--- config.mk ---
export PLATFORM = sky130hd
export DESIGN_NAME = cpu_irq_service_monitor
export DESIGN_NICKNAME = d
export VERILOG_FILES = /design/src/rtl/cpu_irq_service_monitor.sv
export SDC_FILE = /design/constraint.sdc
export NUM_CORES = 1
export LEC_CHECK = 0
export BUFFER_PORTS_ARGS = -buffer_cell sky130_fd_sc_hd__buf_2
export CORE_UTILIZATION = 35
export DETAILED_ROUTE_END_ITERATION = 6
export PLACE_DENSITY_LB_ADDON = 0.15
export SYNTH_ARGS = -nofsm -noshare
export SYNTH_HDL_FRONTEND = slang
export SYNTH_SLANG_ARGS = --single-unit
--- constraint.sdc ---
create_clock -name clk -period 3.47 [get_ports clk]
set_clock_uncertainty 0.15 [all_clocks]
set_input_delay 0.1735 -clock clk [delete_from_list [all_inputs] [get_ports clk]]
set_output_delay 0.1735 -clock clk [all_outputs]
set_load 0.05 [all_outputs]
--- src/rtl/cpu_irq_service_monitor.sv ---
// cpu_irq_service_monitor
// Watches the CPU bus for the 6502 interrupt entry sequence: three consecutive
// stack pushes (PCH, PCL, P), then the two-byte vector fetch. Each completed
// entry is reported as an IRQ, BRK or NMI pulse, and the pushed PC and P are
// captured. IRQ latency is measured in CPU cycles from irq_n going low.
//
// Every cycle where the next step of the sequence does not match sends the
// tracker back to IDLE. If that cycle is itself a stack write, it is treated
// as the first push of a new entry, so one stray write before a real entry
// does not hide that entry.
module cpu_irq_service_monitor #(
    parameter int LAT_W = 16
) (
    input  logic             clk,
    input  logic             reset,
    input  logic             cpu_cycle,
    input  logic [15:0]      cpu_addr,
    input  logic             cpu_rw,
    input  logic [7:0]       cpu_data,
    input  logic             irq_n,
    output logic             irq_taken,
    output logic             brk_taken,
    output logic             nmi_taken,
    output logic [15:0]      pushed_pc,
    output logic [7:0]       pushed_p,
    output logic [LAT_W-1:0] irq_latency,
    output logic [15:0]      irq_count
);

    typedef enum logic [2:0] {
        S_IDLE  = 3'd0,
        S_PUSH2 = 3'd1,
        S_PUSH3 = 3'd2,
        S_VECL  = 3'd3,
        S_VECH  = 3'd4
    } state_t;

    state_t state;
    state_t state_next;

    // Values captured while the entry sequence is in progress
    logic [7:0]       pch;
    logic [7:0]       pcl;
    logic [7:0]       p_cap;
    logic [7:0]       sp0;
    logic             vec_nmi;
    logic [LAT_W-1:0] lat_cnt;

    // Bus decode for the current cycle
    logic       stack_write;
    logic [7:0] sp_m1;
    logic [7:0] sp_m2;
    logic       push2_hit;
    logic       push3_hit;
    logic       vecl_irq;
    logic       vecl_nmi;
    logic       vech_hit;

    // Control strobes from the output decoder
    logic cap_pch;
    logic cap_pcl;
    logic cap_p;
    logic cap_vec;
    logic complete;

    assign stack_write = !cpu_rw && (cpu_addr[15:8] == 8'h01);
    assign sp_m1       = sp0 - 8'd1;
    assign sp_m2       = sp0 - 8'd2;
    assign push2_hit   = stack_write && (cpu_addr[7:0] == sp_m1);
    assign push3_hit   = stack_write && (cpu_addr[7:0] == sp_m2);
    assign vecl_irq    = cpu_rw && (cpu_addr == 16'hFFFE);
    assign vecl_nmi    = cpu_rw && (cpu_addr == 16'hFFFA);
    assign vech_hit    = cpu_rw && (cpu_addr == (vec_nmi ? 16'hFFFB : 16'hFFFF));

    // State register
    always_ff @(posedge clk) begin
        if (reset) begin
            state <= S_IDLE;
        end else begin
            state <= state_next;
        end
    end

    // Next-state decode; a mismatch restarts at PUSH2 when the cycle is a stack write
    always_comb begin
        state_next = state;
        if (cpu_cycle) begin
            case (state)
                S_IDLE:  state_next = stack_write ? S_PUSH2 : S_IDLE;
                S_PUSH2: state_next = push2_hit ? S_PUSH3 :
                                      (stack_write ? S_PUSH2 : S_IDLE);
                S_PUSH3: state_next = push3_hit ? S_VECL :
                                      (stack_write ? S_PUSH2 : S_IDLE);
                S_VECL:  state_next = (vecl_irq || vecl_nmi) ? S_VECH :
                                      (stack_write ? S_PUSH2 : S_IDLE);
                S_VECH:  state_next = vech_hit ? S_IDLE :
                                      (stack_write ? S_PUSH2 : S_IDLE);
                default: state_next = S_IDLE;
            endcase
        end
    end

    // Output decode: capture strobes and the completion strobe
    always_comb begin
        cap_pch  = 1'b0;
        cap_pcl  = 1'b0;
        cap_p    = 1'b0;
        cap_vec  = 1'b0;
        complete = 1'b0;
        if (cpu_cycle) begin
            case (state)
                S_IDLE: begin
                    cap_pch = stack_write;
                end
                S_PUSH2: begin
                    cap_pcl = push2_hit;
                    cap_pch = !push2_hit && stack_write;
                end
                S_PUSH3: begin
                    cap_p   = push3_hit;
                    cap_pch = !push3_hit && stack_write;
                end
                S_VECL: begin
                    cap_vec = vecl_irq || vecl_nmi;
                    cap_pch = !(vecl_irq || vecl_nmi) && stack_write;
                end
                S_VECH: begin
                    complete = vech_hit;
                    cap_pch  = !vech_hit && stack_write;
                end
                default: begin
                    cap_pch = 1'b0;
                end
            endcase
        end
    end

    // Capture registers for the entry in progress
    always_ff @(posedge clk) begin
        if (reset) begin
            pch     <= 8'h00;
            pcl     <= 8'h00;
            p_cap   <= 8'h00;
            sp0     <= 8'h00;
            vec_nmi <= 1'b0;
        end else begin
            if (cap_pch) begin
                pch <= cpu_data;
                sp0 <= cpu_addr[7:0];
            end
            if (cap_pcl) begin
                pcl <= cpu_data;
            end
            if (cap_p) begin
                p_cap <= cpu_data;
            end
            if (cap_vec) begin
                vec_nmi <= vecl_nmi;
            end
        end
    end

    // Latency counter: counts CPU cycles with irq_n low, saturating; clears when high
    always_ff @(posedge clk) begin
        if (reset) begin
            lat_cnt <= '0;
        end else if (cpu_cycle) begin
            if (irq_n) begin
                lat_cnt <= '0;
            end else if (!(&lat_cnt)) begin
                lat_cnt <= lat_cnt + LAT_W'(1);
            end
        end
    end

    // Completion outputs: one-clock classified pulse plus captured PC/P and IRQ stats
    always_ff @(posedge clk) begin
        if (reset) begin
            irq_taken   <= 1'b0;
            brk_taken   <= 1'b0;
            nmi_taken   <= 1'b0;
            pushed_pc   <= 16'h0000;
            pushed_p    <= 8'h00;
            irq_latency <= '0;
            irq_count   <= 16'h0000;
        end else begin
            irq_taken <= 1'b0;
            brk_taken <= 1'b0;
            nmi_taken <= 1'b0;
            if (complete) begin
                pushed_pc <= {pch, pcl};
                pushed_p  <= p_cap;
                if (vec_nmi) begin
                    nmi_taken <= 1'b1;
                end else if (p_cap[4]) begin
                    brk_taken <= 1'b1;
                end else begin
                    irq_taken <= 1'b1;
                    irq_count <= irq_count + 16'd1;
                    // Line already released means no pending IRQ to measure
                    irq_latency <= irq_n ? '0 : lat_cnt;
                end
            end
        end
    end

endmodule

==> out/results.txt <==
status - completed
first-pass GRT wire length - 18,770 µm
Slew headroom - 33.24%
Mapped Cells - 541
DR pass1 iterations - 4
Setup CP Type - flip-flop to flip-flop
Startpoint Class - flip-flop
initial antenna violation count - 0
die area - 0.01463 mm²
post-CTS setup buffers - 0
Final Util - 42.80%
Chip Height - 120.9 µm
setup ws final - 0.3236 ns
Netlist Area Pre-Place - 0.004951 mm²
total wire length - 11,200 µm
number of setup violations in the final report - 0
grt total ovfl - 0
fin crit share - 90.67%
hold_ws - 0.05253 ns
Synth cell types - 57
Least-Margin Pin Slew - 1.001 ns
layer with the highest usage - met2
Syn-to-layout area delta - 19.54%
max cap viols - 0
WP data arrival - 3.19 ns
drt wl/cell - 13.72 µm
post-synthesis sequential area ratio - 44.88%
M3 GR Usage - 3.524%
ys async rst share - 0%
CTS root buf - clkbuf_16
vias after detailed routing - 4,004
CTS max path bufs - 2
Core Region - 0.01383 mm²
Worst Path Required - 3.52 ns
CTS tree - built
Tot GR Track Use - 16.21%
Buffers on Ports - 87
Max Freq - 317.8 MHz
I/O Pins - 88
CP endpoint kind - flip-flop
die extent in x - 120.9 µm
Period minus WS final - 3.146 ns
largest net degree at the start of global routing - 60
worst slack, placed - 0.2997 ns
Cell Rows - 43
Main synth FF type - dfxtp_1
pwr dens - 403.1 mW/mm²
crit-path max FO - 16
Post-DRT Antenna Nets - 0
RSZ-0062 raised after global routing - no
RD Place Congestion - 0.8282
worst skew pair latency - 0.35 ns
most common cell after layout, fill and taps aside - dfxtp_1
Yosys reg bits - 111
number of CTS-inserted buffers - 9
clk sinks - 111
drc violations - 0
Syn Nets - 575
Max Slew Vio Count - 0
dpl hpwl - 7858 µm
Resized Gates After CTS - 0
FILL cells - 1,394
Hold Path Class - input pin to flip-flop
Syn Area/Cell - 9.152 µm²
vias in the first global route - 3,940
Lkg Pwr - 2.461 nW
Worst-path clk slew - 0.07 ns
synth warn - 0
EDFF count, synth - 0
initial core utilization - 35.81%
final setup TNS - 0 ns
share of layout cells above drive strength 1 - 21.70%
Iter 0 DRT Violations - 136
CTS Hold Bufs - 12
most frequent cells in the layout - 111 x dfxtp_1, 87 x buf_2, 67 x nand2_1, 57 x nor2_1, 36 x a21oi_1
met2 Use GR - 26.75%
vias per std cell - 4.907
H-tree depth - 3
met1 Track Usage GR - 19.97%
Fin. Hold Viols - 0
fin nets - 665
antenna diode count - 0
maximum vdd drop - 227.4 µV
final cells by class:
| cell class | count | area (µm²) | area share (%) |
|---|---|---|---|
| Timing Repair Buffer | 108 | 623.1 | 10.53 |
| Multi-Input combinational cell | 394 | 2537 | 42.88 |
| Tap cell | 180 | 225.2 | 3.805 |
| Inverter | 7 | 26.28 | 0.4440 |
| Sequential cell | 111 | 2222 | 37.55 |
| Clock buffer | 12 | 256.5 | 4.334 |
| Clock inverter | 4 | 27.53 | 0.4651 |
kinds of logic (layout without fill, tap and decap cells):
group,Yosys count,in the layout,synth area share (%)
buf+inv,36,131,3.867
flops,111,111,44.88
compound gates,79,79,10.56
simple gates,232,232,24.74
mux,35,35,7.076
fa+ha+maj,5,5,1.264
xor+xnor,43,43,7.607
cell usage after synthesis (all sizes together), types with 4 or more instances:
| cell | n | share of area (%) |
|---|---|---|
| nor2 | 58 | 4.5 |
| nor4 | 5 | 0.63 |
| and3 | 7 | 0.88 |
| inv | 7 | 0.53 |
| nand2 | 68 | 5.2 |
| nand2b | 13 | 1.6 |
| nor3 | 5 | 0.61 |
| and4 | 4 | 0.71 |
| a22o | 15 | 2.7 |
| mux2i | 35 | 7.1 |
| nand3 | 16 | 1.6 |
| ha | 5 | 1.3 |
| nand4 | 10 | 1.3 |
| a21oi | 36 | 3.6 |
| xor2 | 24 | 4.2 |
| clkbuf | 20 | 1.7 |
| o21ai | 12 | 1.2 |
| xnor2 | 19 | 3.4 |
| nor4b | 5 | 1.0 |
| or2b | 21 | 3.6 |
| buf | 8 | 1.4 |
| or3 | 8 | 1.0 |
| dfxtp | 111 | 45 |
report_power, final:
part           internal [mW]  switching (mW)
clock network          0.529           0.471
registers               1.27         0.00312
logic                 0.0461          0.0619
total                   1.85           0.536
layer usage:
metal | up-vias | share of wire (%) | routed length [µm]
met5 | - | 0 | 0
met4 | 0 | 2.1 | 236
met3 | 15 | 3.8 | 431
met2 | 60 | 47 | 5256
met1 | 1895 | 47 | 5274
li1 | 2034 | - | -
worst max-delay path, stage by stage, from the launching register on:
cell	delay (ns)
dfxtp_1	0.35
inv_1	0.12
ha_1	0.29
a21boi_4	0.28
nand2_2	0.09
or4_4	0.48
a221oi_2	0.29
a21oi_1	0.13
o211a_1	0.57
mux2i_1	0.23
metrics by stage:
step,cells,power [mW],instance area [µm²]
final,816,2.386,5918
after global routing,816,2.468,5918
after CTS,816,2.422,5918
after detailed placement,788,1.406,5514
after global placement,788,1.405,5514
after floorplan,541,1.370,4951
registers in the layout, summed over array words and instances, names as in the netlist:
signal / flops
pushed_p: 8
nmi_taken: 1
irq_count: 16
sp0: 8
irq_taken: 1
pushed_pc: 16
brk_taken: 1
lat_cnt: 16
pch: 8
state: 3
pcl: 8
p_cap: 8
vec_nmi: 1
irq_latency: 16
path summary, 6_finish.rpt:
check,start,to,slack [ns],cells after the start
hold / removal,cpu_cycle,state[0],0.05,3
hold reg to reg,pushed_pc[7],pushed_pc[7],0.30,2
setup reg to reg,sp0[2],pch[0],0.32,9
setup / recovery,sp0[2],pch[0],0.32,9
Power figures use the tool's default switching activity.
